[config.mk]
export PLATFORM = sky130hd
export DESIGN_NAME = mem_arbiter_flat
export DESIGN_NICKNAME = d
export VERILOG_FILES = /design/src/rtl/mem_arbiter_if.sv /design/src/rtl/mem_arbiter.sv /design/src/flat_wrapper.sv
export SDC_FILE = /design/constraint.sdc
export NUM_CORES = 1
export LEC_CHECK = 0
export BUFFER_PORTS_ARGS = -buffer_cell sky130_fd_sc_hd__buf_2
export CORE_ASPECT_RATIO = 0.75
export CORE_MARGIN = 2
export CORE_UTILIZATION = 30
export DETAILED_ROUTE_END_ITERATION = 16
export PLACE_DENSITY_LB_ADDON = 0.12
export SLEW_MARGIN = 15
export SYNTH_ARGS = -nofsm -noshare
export SYNTH_HDL_FRONTEND = slang
export SYNTH_SLANG_ARGS = --single-unit
export TNS_END_PERCENT = 1
[constraint.sdc]
create_clock -name clk -period 2.65 [get_ports clk]
set_input_delay 0.1325 -clock clk [delete_from_list [all_inputs] [get_ports clk]]
set_output_delay 0.1325 -clock clk [all_outputs]
set_load 0.02 [all_outputs]
[src/rtl/mem_arbiter_if.sv]
// Bundle of requester-side and memory-side signals around mem_arbiter.
// slave = arbiter view, master = requesters/memory view.
interface mem_arbiter_if #(
  parameter int N_REQ  = 2,
  parameter int ADDR_W = 32
);
  logic [N_REQ-1:0]        req;
  logic [N_REQ-1:0]        grant;
  logic [N_REQ*ADDR_W-1:0] req_addr;
  logic [N_REQ*8-1:0]      req_wdata;
  logic [N_REQ-1:0]        req_rd_en;
  logic [N_REQ-1:0]        req_wr_en;
  logic [ADDR_W-1:0]       mem_addr;
  logic [7:0]              mem_wdata;
  logic                    mem_rd_en;
  logic                    mem_wr_en;
  logic                    mem_ready;
  logic [7:0]              mem_rdata;
  logic [N_REQ-1:0]        req_ready;
  logic [7:0]              req_rdata;
  logic [2:0]              owner;
  logic                    hold_timeout;

  modport slave (
    input  req, req_addr, req_wdata, req_rd_en, req_wr_en, mem_ready, mem_rdata,
    output grant, mem_addr, mem_wdata, mem_rd_en, mem_wr_en, req_ready, req_rdata,
           owner, hold_timeout
  );

  modport master (
    output req, req_addr, req_wdata, req_rd_en, req_wr_en, mem_ready, mem_rdata,
    input  grant, mem_addr, mem_wdata, mem_rd_en, mem_wr_en, req_ready, req_rdata,
           owner, hold_timeout
  );
endinterface

[src/rtl/mem_arbiter.sv]
// Lockable single-owner arbiter for the shared byte-wide memory port.
// Optional MEM_ARB_ROUND_ROBIN_EN selects round-robin instead of fixed priority.
module mem_arbiter #(
  parameter int N_REQ    = 2,
  parameter int ADDR_W   = 32,
  parameter int MAX_HOLD = 1024
) (
  input logic         clk,
  input logic         rst_n,
  mem_arbiter_if.slave bus
);

  localparam int CNT_W = (MAX_HOLD > 0) ? $clog2(MAX_HOLD + 1) : 1;

  typedef enum logic [1:0] {
    IDLE    = 2'd0,
    OWNED   = 2'd1,
    RELEASE = 2'd2
  } state_t;

  state_t           state_r;
  logic [N_REQ-1:0] grant_r;
  logic [2:0]       owner_r;
  logic             hold_timeout_r;
  logic [CNT_W-1:0] hold_cnt_r;

  logic [N_REQ-1:0] owner_sel_s;
  logic             owner_req_s;
  logic [2:0]       winner_s;

  function automatic logic [2:0] lowest_set(input logic [N_REQ-1:0] r);
    logic [2:0] w;
    w = 3'd0;
    for (int i = N_REQ - 1; i >= 0; i--) begin
      if (r[i]) begin
        w = 3'(i);
      end
    end
    return w;
  endfunction

`ifdef MEM_ARB_ROUND_ROBIN_EN
  logic [2:0]       last_r;
  logic [2:0]       start_s;
  logic [N_REQ-1:0] hi_mask_s;
  logic [N_REQ-1:0] hi_req_s;

  assign start_s = (last_r >= 3'(N_REQ - 1)) ? 3'd0 : last_r + 3'd1;

  // Requesters at or above the rotating start index get first pick.
  always_comb begin
    hi_mask_s = '0;
    for (int i = 0; i < N_REQ; i++) begin
      hi_mask_s[i] = (3'(i) >= start_s);
    end
  end

  assign hi_req_s = bus.req & hi_mask_s;
  assign winner_s = (|hi_req_s) ? lowest_set(hi_req_s) : lowest_set(bus.req);

  // Pointer reset to N_REQ-1 so requester 0 wins the first tie.
  always_ff @(posedge clk or negedge rst_n) begin
    if (!rst_n) begin
      last_r <= 3'(N_REQ - 1);
    end else if (state_r == IDLE && (|bus.req)) begin
      last_r <= winner_s;
    end else begin
      last_r <= last_r;
    end
  end
`else
  assign winner_s = lowest_set(bus.req);
`endif

  // Owner decode; empty outside OWNED so the port stays quiet.
  always_comb begin
    owner_sel_s = '0;
    for (int i = 0; i < N_REQ; i++) begin
      owner_sel_s[i] = (state_r == OWNED) && (owner_r == 3'(i));
    end
  end

  assign owner_req_s = |(owner_sel_s & bus.req);

  // Port mux: AND-OR of the owner's slices.
  always_comb begin
    bus.mem_addr  = '0;
    bus.mem_wdata = 8'h00;
    bus.mem_rd_en = 1'b0;
    bus.mem_wr_en = 1'b0;
    bus.req_ready = '0;
    for (int i = 0; i < N_REQ; i++) begin
      bus.mem_addr  = bus.mem_addr  | ({ADDR_W{owner_sel_s[i]}} & bus.req_addr[i*ADDR_W +: ADDR_W]);
      bus.mem_wdata = bus.mem_wdata | ({8{owner_sel_s[i]}} & bus.req_wdata[i*8 +: 8]);
      bus.mem_rd_en = bus.mem_rd_en | (owner_sel_s[i] & bus.req_rd_en[i]);
      bus.mem_wr_en = bus.mem_wr_en | (owner_sel_s[i] & bus.req_wr_en[i]);
      bus.req_ready[i] = owner_sel_s[i] & bus.mem_ready;
    end
  end

  // hold_cnt_r counts OWNED cycles including the current one.
  always_ff @(posedge clk or negedge rst_n) begin
    if (!rst_n) begin
      state_r        <= IDLE;
      grant_r        <= '0;
      owner_r        <= 3'd0;
      hold_timeout_r <= 1'b0;
      hold_cnt_r     <= '0;
    end else begin
      case (state_r)
        IDLE: begin
          if (|bus.req) begin
            state_r        <= OWNED;
            grant_r        <= N_REQ'(1) << winner_s;
            owner_r        <= winner_s;
            hold_cnt_r     <= (MAX_HOLD != 0) ? CNT_W'(1) : '0;
            hold_timeout_r <= hold_timeout_r | (MAX_HOLD == 1);
          end else begin
            grant_r <= '0;
          end
        end
        OWNED: begin
          if (!owner_req_s) begin
            state_r <= RELEASE;
            grant_r <= '0;
          end else if ((MAX_HOLD != 0) && (hold_cnt_r != CNT_W'(MAX_HOLD))) begin
            hold_cnt_r <= hold_cnt_r + CNT_W'(1);
            if (hold_cnt_r == CNT_W'(MAX_HOLD - 1)) begin
              hold_timeout_r <= 1'b1;
            end
          end
        end
        RELEASE: begin
          // Wait for the previous owner's transfer to retire.
          if (!bus.mem_ready) begin
            state_r <= IDLE;
          end
        end
        default: begin
          state_r <= IDLE;
          grant_r <= '0;
        end
      endcase
    end
  end

  assign bus.grant        = grant_r;
  assign bus.owner        = owner_r;
  assign bus.hold_timeout = hold_timeout_r;
  assign bus.req_rdata    = bus.mem_rdata;

endmodule

[src/flat_wrapper.sv]
// flat-port wrapper written by rule: the top's interface ports become plain ports
module mem_arbiter_flat 
#(
  parameter int N_REQ    = 2,
  parameter int ADDR_W   = 32,
  parameter int MAX_HOLD = 1024
)
  (clk, rst_n, bus_req, bus_req_addr, bus_req_wdata, bus_req_rd_en, bus_req_wr_en, bus_mem_ready, bus_mem_rdata, bus_grant, bus_mem_addr, bus_mem_wdata, bus_mem_rd_en, bus_mem_wr_en, bus_req_ready, bus_req_rdata, bus_owner, bus_hold_timeout);
  mem_arbiter_if #(.N_REQ(N_REQ), .ADDR_W(ADDR_W)) bus_i ();
  input logic clk;
  input logic rst_n;
  input wire logic [$bits(bus_i.req)-1:0] bus_req;
  input wire logic [$bits(bus_i.req_addr)-1:0] bus_req_addr;
  input wire logic [$bits(bus_i.req_wdata)-1:0] bus_req_wdata;
  input wire logic [$bits(bus_i.req_rd_en)-1:0] bus_req_rd_en;
  input wire logic [$bits(bus_i.req_wr_en)-1:0] bus_req_wr_en;
  input wire logic [$bits(bus_i.mem_ready)-1:0] bus_mem_ready;
  input wire logic [$bits(bus_i.mem_rdata)-1:0] bus_mem_rdata;
  output wire logic [$bits(bus_i.grant)-1:0] bus_grant;
  output wire logic [$bits(bus_i.mem_addr)-1:0] bus_mem_addr;
  output wire logic [$bits(bus_i.mem_wdata)-1:0] bus_mem_wdata;
  output wire logic [$bits(bus_i.mem_rd_en)-1:0] bus_mem_rd_en;
  output wire logic [$bits(bus_i.mem_wr_en)-1:0] bus_mem_wr_en;
  output wire logic [$bits(bus_i.req_ready)-1:0] bus_req_ready;
  output wire logic [$bits(bus_i.req_rdata)-1:0] bus_req_rdata;
  output wire logic [$bits(bus_i.owner)-1:0] bus_owner;
  output wire logic [$bits(bus_i.hold_timeout)-1:0] bus_hold_timeout;
  assign bus_i.req = bus_req;
  assign bus_i.req_addr = bus_req_addr;
  assign bus_i.req_wdata = bus_req_wdata;
  assign bus_i.req_rd_en = bus_req_rd_en;
  assign bus_i.req_wr_en = bus_req_wr_en;
  assign bus_i.mem_ready = bus_mem_ready;
  assign bus_i.mem_rdata = bus_mem_rdata;
  assign bus_grant = bus_i.grant;
  assign bus_mem_addr = bus_i.mem_addr;
  assign bus_mem_wdata = bus_i.mem_wdata;
  assign bus_mem_rd_en = bus_i.mem_rd_en;
  assign bus_mem_wr_en = bus_i.mem_wr_en;
  assign bus_req_ready = bus_i.req_ready;
  assign bus_req_rdata = bus_i.req_rdata;
  assign bus_owner = bus_i.owner;
  assign bus_hold_timeout = bus_i.hold_timeout;
  mem_arbiter #(.N_REQ(N_REQ), .ADDR_W(ADDR_W), .MAX_HOLD(MAX_HOLD)) u_core (.clk(clk), .rst_n(rst_n), .bus(bus_i));
endmodule
# Word level (Yosys, flattened, before mapping)
# Index checks and enable logic that the tools add are counted.
# Widths: inputs -> output; s select.
# totals
elab_cells	58
ff_bits	19
out_inout_bits	58
input_bits	97
# classes
addsub	1
eq_ne	10
reduce_logical	12
muxes	13
bitwise	16
shifts	1
# op_table
op	count
$and 32x32->32	2
$mux 11	3
$or 32x32->32	1
$pmux 11 s2	1
$and 8x8->8	2
$pmux 2 s3	2
$add 11x1->11 const B	1
$eq 11x10->1 const B	1
$ne 11x11->1 const B	1
$mux 2	5
$or 8x8->8	1
$reduce_and 4->1	2
$and 1x1->1	6
$ne 2x2->1 const B	3
$ne 2x1->1 const B	2
$reduce_and 2->1	2
$reduce_or 2->1	2
$eq 3x1->1 const B	1
$logic_not 3->1	1
$mux 3	1
$reduce_and 3->1	1
$shl 1x3->2 const A	1
$and 2x2->2	1
$eq 2x1->1 const B	1
other kinds (7)	9

# Logic depth before layout (Yosys ltp)
# logic_depth
ltp_word	6
ltp_mapped	7
mapped_depth_nobuf	6

# Least setup slack after synthesis
# Ideal clock, no wire load.
# synth_timing
path_kind	register to register
from	register u_core.hold_cnt_r[0]
to	register u_core.hold_cnt_r[3]
n_path_buf	1
t_required_ps	2526
setup_time_ps	124
slack_ps	1017
synth_period_minus_slack_ps	1633
arrival_ps	1509
path_stages_with_launch	8
path_cell_list	dfrtp_1 > inv_1 > ha_1 > nor4b_1 > a311o_1 > buf_4 > nor3_1 > or2_1
# synth_between
elab_chain_cells	4
elab_cells_between_ends	7
cone_classes	add/sub: 1; eq/ne: 2; mux: 3; reduce/logical: 1
# synth_rtl
element	line	rtl
start: declaration	mem_arbiter.sv:25	logic [CNT_W-1:0] hold_cnt_r;
start signal: assignment	mem_arbiter.sv:116	hold_cnt_r <= (MAX_HOLD != 0) ? CNT_W'(1) : '0;
start signal: assignment	mem_arbiter.sv:127	hold_cnt_r <= hold_cnt_r + CNT_W'(1);
$add 11x1->11	mem_arbiter.sv:127	
$mux 11	mem_arbiter.sv:126	end else if ((MAX_HOLD != 0) && (hold_cnt_r != CNT_W'(MAX_HOLD))) begin
$mux 11	mem_arbiter.sv:123	if (!owner_req_s) begin
$pmux 11 s2	mem_arbiter.sv:110	case (state_r)
# Parallel ways exist; a longest one is shown, timed or not. The select of a mux whose other input is x is not followed.
# A chain may end at the register's enable or synchronous reset.

# Final worst setup path
# Same ends and word-level chain as after synthesis.

==> impl_metrics.ini <==
[clocking]
tritoncts = done
root_buffer = clkbuf_8
htreeDepth = 1
post-cts-setup-buffers = 0
cts_sinks = 17
clock_latency_ns = 0.26
clk_pin_slew_ns = 0.07
cts_buffers = 3
cts_buffer_depth = 2

[die]
rows = 23
die_y_um = 68.9
core_area_um2 = 5380
ios = 155
die_w_um = 90.5
start_util = 0.313
die-area_um2 = 6240

[job]
drv_cap = 0

[power_and_ir_drop]
power.share.switching = 0.528
peakVddDrop_v = 0.000362
pwr-share-clk = 0.092
p_leak_nw = 1.39
p_comb_frac = 0.733
total_power_mw = 2.19
p_seq_frac = 0.175
p_int_mw = 1.03
p_per_area_nw_per_um2 = 912
p_sw_mw = 1.16

[routing]
wl_met2_um = 2410
wl_met3_um = 392
first_pass_iters = 4
postRouteAntennaNets = 0
routed_wl_um = 5110
vias = 1872
drc = 0
m1WireLength_um = 2230
routed.top_layer = met4
vias_per_cell = 4.60
wire_per_inst_um = 12.5
first_iter_violations = 76

[timing]
finalCritPeriodShare = 0.758
rsz0062_at_grt = false
relSlewSlack = 0.515
hold_violations = 0
tightest_slew_ns = 0.727
clock_skew_ns = 0.00824
fin_crit_ns = 2.01
finalSetupTns_ns = 0
max_freq_mhz = 498
final-setup-viol-count = 0
finalMaxSlewViolations = 0

[grt]
grt.total_usage = 0.167
grt_pass1_wl_um = 8490
first_global_vias = 1777
grt_max_degree = 50
antenna_found_initial = 0
grt_overflow = 0

[final_layout]
finalNetCount = 432
n_antenna_cell = 0
fin_util = 0.447
syn_to_final_growth_pct = 42.7
drive_above_1_share = 0.449
final_area_um2 = 2400

[synth]
ys_ff_latch = 17
yosys_warnings = 0
synth_ff_type = dfrtp_1
synth_edf_count = 0
yosysSeqAreaShare = 0.253
synthCells = 211
synthArstFlopShare = 1.00
synth_cell_types = 35
syn_area_um2 = 1680
synth_area_per_cell_um2 = 7.98

[critical_path]
reg2reg_depth = 6
reg2reg_slack_ns = 0.64
crit_path_start_kind = register
critPathMaxFanout = 9
end_kind = register
cp.required_ns = 2.79
arrival_ns = 2.15
reg2reg_to = u_core.hold_cnt_r[3]
criticalPathCategory = register to register
regToRegStartpoint = u_core.hold_cnt_r[0]

[place]
place.gp.congestion = 0.817
portBuffers = 136
hpwl_um = 4010
placed_area_um2 = 2340

[min_path]
min_path_type = primary input to register
min_to = u_core.bus.owner[0]
worstHoldStart = bus_req[0]
worstHoldPathCells = 2

[run_status]
status = finished, final reports clean
==> cell families (layout without fill, tap and decap cells) <==
logic type,count (synthesis),after routing,synth area share
buf+inv,32,152,0.105
compound gates,29,29,0.126
fa+ha+maj,2,2,0.0149
mux,45,45,0.267
flops,17,17,0.253
other cells,1,2,0.00223
simple gates,85,85,0.231
==> layer usage <==
layer  vias up  track usage
li1        965            -
met1       824        0.208
met2        75        0.299
met3         8       0.0446
met4         0       0.0327
met5         -            0
==> flip-flops by register name, summed over array words and instances, names as in the netlist <==
register	cells
u_core.hold_cnt_r	11
u_core.state_r	2
u_core.bus.owner	1
u_core.bus.grant	2
u_core.bus.hold_timeout	1
==> power by group through the flow <==
stage	Clock (mW)	Combinational, mW	Sequential (mW)
3_5_place_dp	0	1.62	0.387
3_3_place_gp	0	1.62	0.387
2_1_floorplan	0	1.20	0.376
6_report	0.201	1.61	0.383
5_1_grt	0.221	1.76	0.396
4_1_cts	0.208	1.63	0.382
==> how the worst max path moves through the flow <==
stage / endpoint / slack [ns] / cells after the start / start
CTS: u_core.hold_cnt_r[3] / 0.64 / 6 / u_core.hold_cnt_r[0]
global placement: u_core.hold_cnt_r[3] / 0.76 / 6 / u_core.hold_cnt_r[0]
detailed placement: u_core.hold_cnt_r[6] / 0.72 / 6 / u_core.hold_cnt_r[0]
finish: u_core.hold_cnt_r[3] / 0.64 / 6 / u_core.hold_cnt_r[0]
global route: u_core.hold_cnt_r[3] / 0.48 / 6 / u_core.hold_cnt_r[0]
floorplan: u_core.hold_cnt_r[3] / 1.02 / 7 / u_core.hold_cnt_r[0]
==> final cells by class <==
| cell class | instances | area [um^2] |
|---|---|---|
| tap | 75 | 93.8 |
| clock inverter | 1 | 7.51 |
| fill | 563 | 2980 |
| inverter | 7 | 26.3 |
| sequential | 17 | 427 |
| multi-input combinational | 163 | 1090 |
| timing repair buffer | 141 | 721 |
| clock buffer | 3 | 41.3 |
==> through the flow <==
step                cells  setup WS (ns)  hold slack, ns
floorplan             212           1.02          -0.163
global placement      402          0.759          0.0854
detailed placement    402          0.715          0.0850
CTS                   407          0.645           0.119
global route          407          0.482           0.123
finish                407          0.641           0.122
==> critical path: stages (launching register included) <==
cell and delay [ns]:
dfrtp_1 0.42, inv_1 0.07, ha_1 0.15, nor4b_1 0.41
a311o_1 0.53, nor3_1 0.09, or2_1 0.21
==> what timing repair did <==
item,4_1_cts,5_1_grt
hold buffers,1,0
resized for setup,0,0
hold endpoints to repair,17,0
==> synthesized netlist by cell type, types with 4 or more instances <==
master / count / area share
buf_4: 11 / 0.049
nor2_1: 45 / 0.10
nor3_1: 6 / 0.018
mux2i_1: 45 / 0.27
o211ai_1: 4 / 0.018
a21o_1: 6 / 0.027
inv_1: 7 / 0.016
a31oi_1: 4 / 0.015
nand2_1: 12 / 0.027
dfrtp_1: 17 / 0.25
buf_2: 13 / 0.039
nand3_1: 5 / 0.015
nor3b_1: 4 / 0.018
==> layout by cell type, fill, tap and decap left out, types with 2 or more instances in the layout <==
cell,instances
buf_2,136
mux2i_1,45
nor2_1,45
dfrtp_1,16
nand2_1,12
inv_1,7
a21o_1,6
nor3_1,6
nand3_1,5
o211ai_1,4
nor3b_1,4
a31oi_1,4
buf_4,4
nor2b_1,3
o21ai_0,3
clkbuf_8,3
a21oi_1,2
nor4_1,2
nand2b_1,2
o22ai_1,2
ha_1,2
conb_1,2
Power figures use the tool's default switching activity.
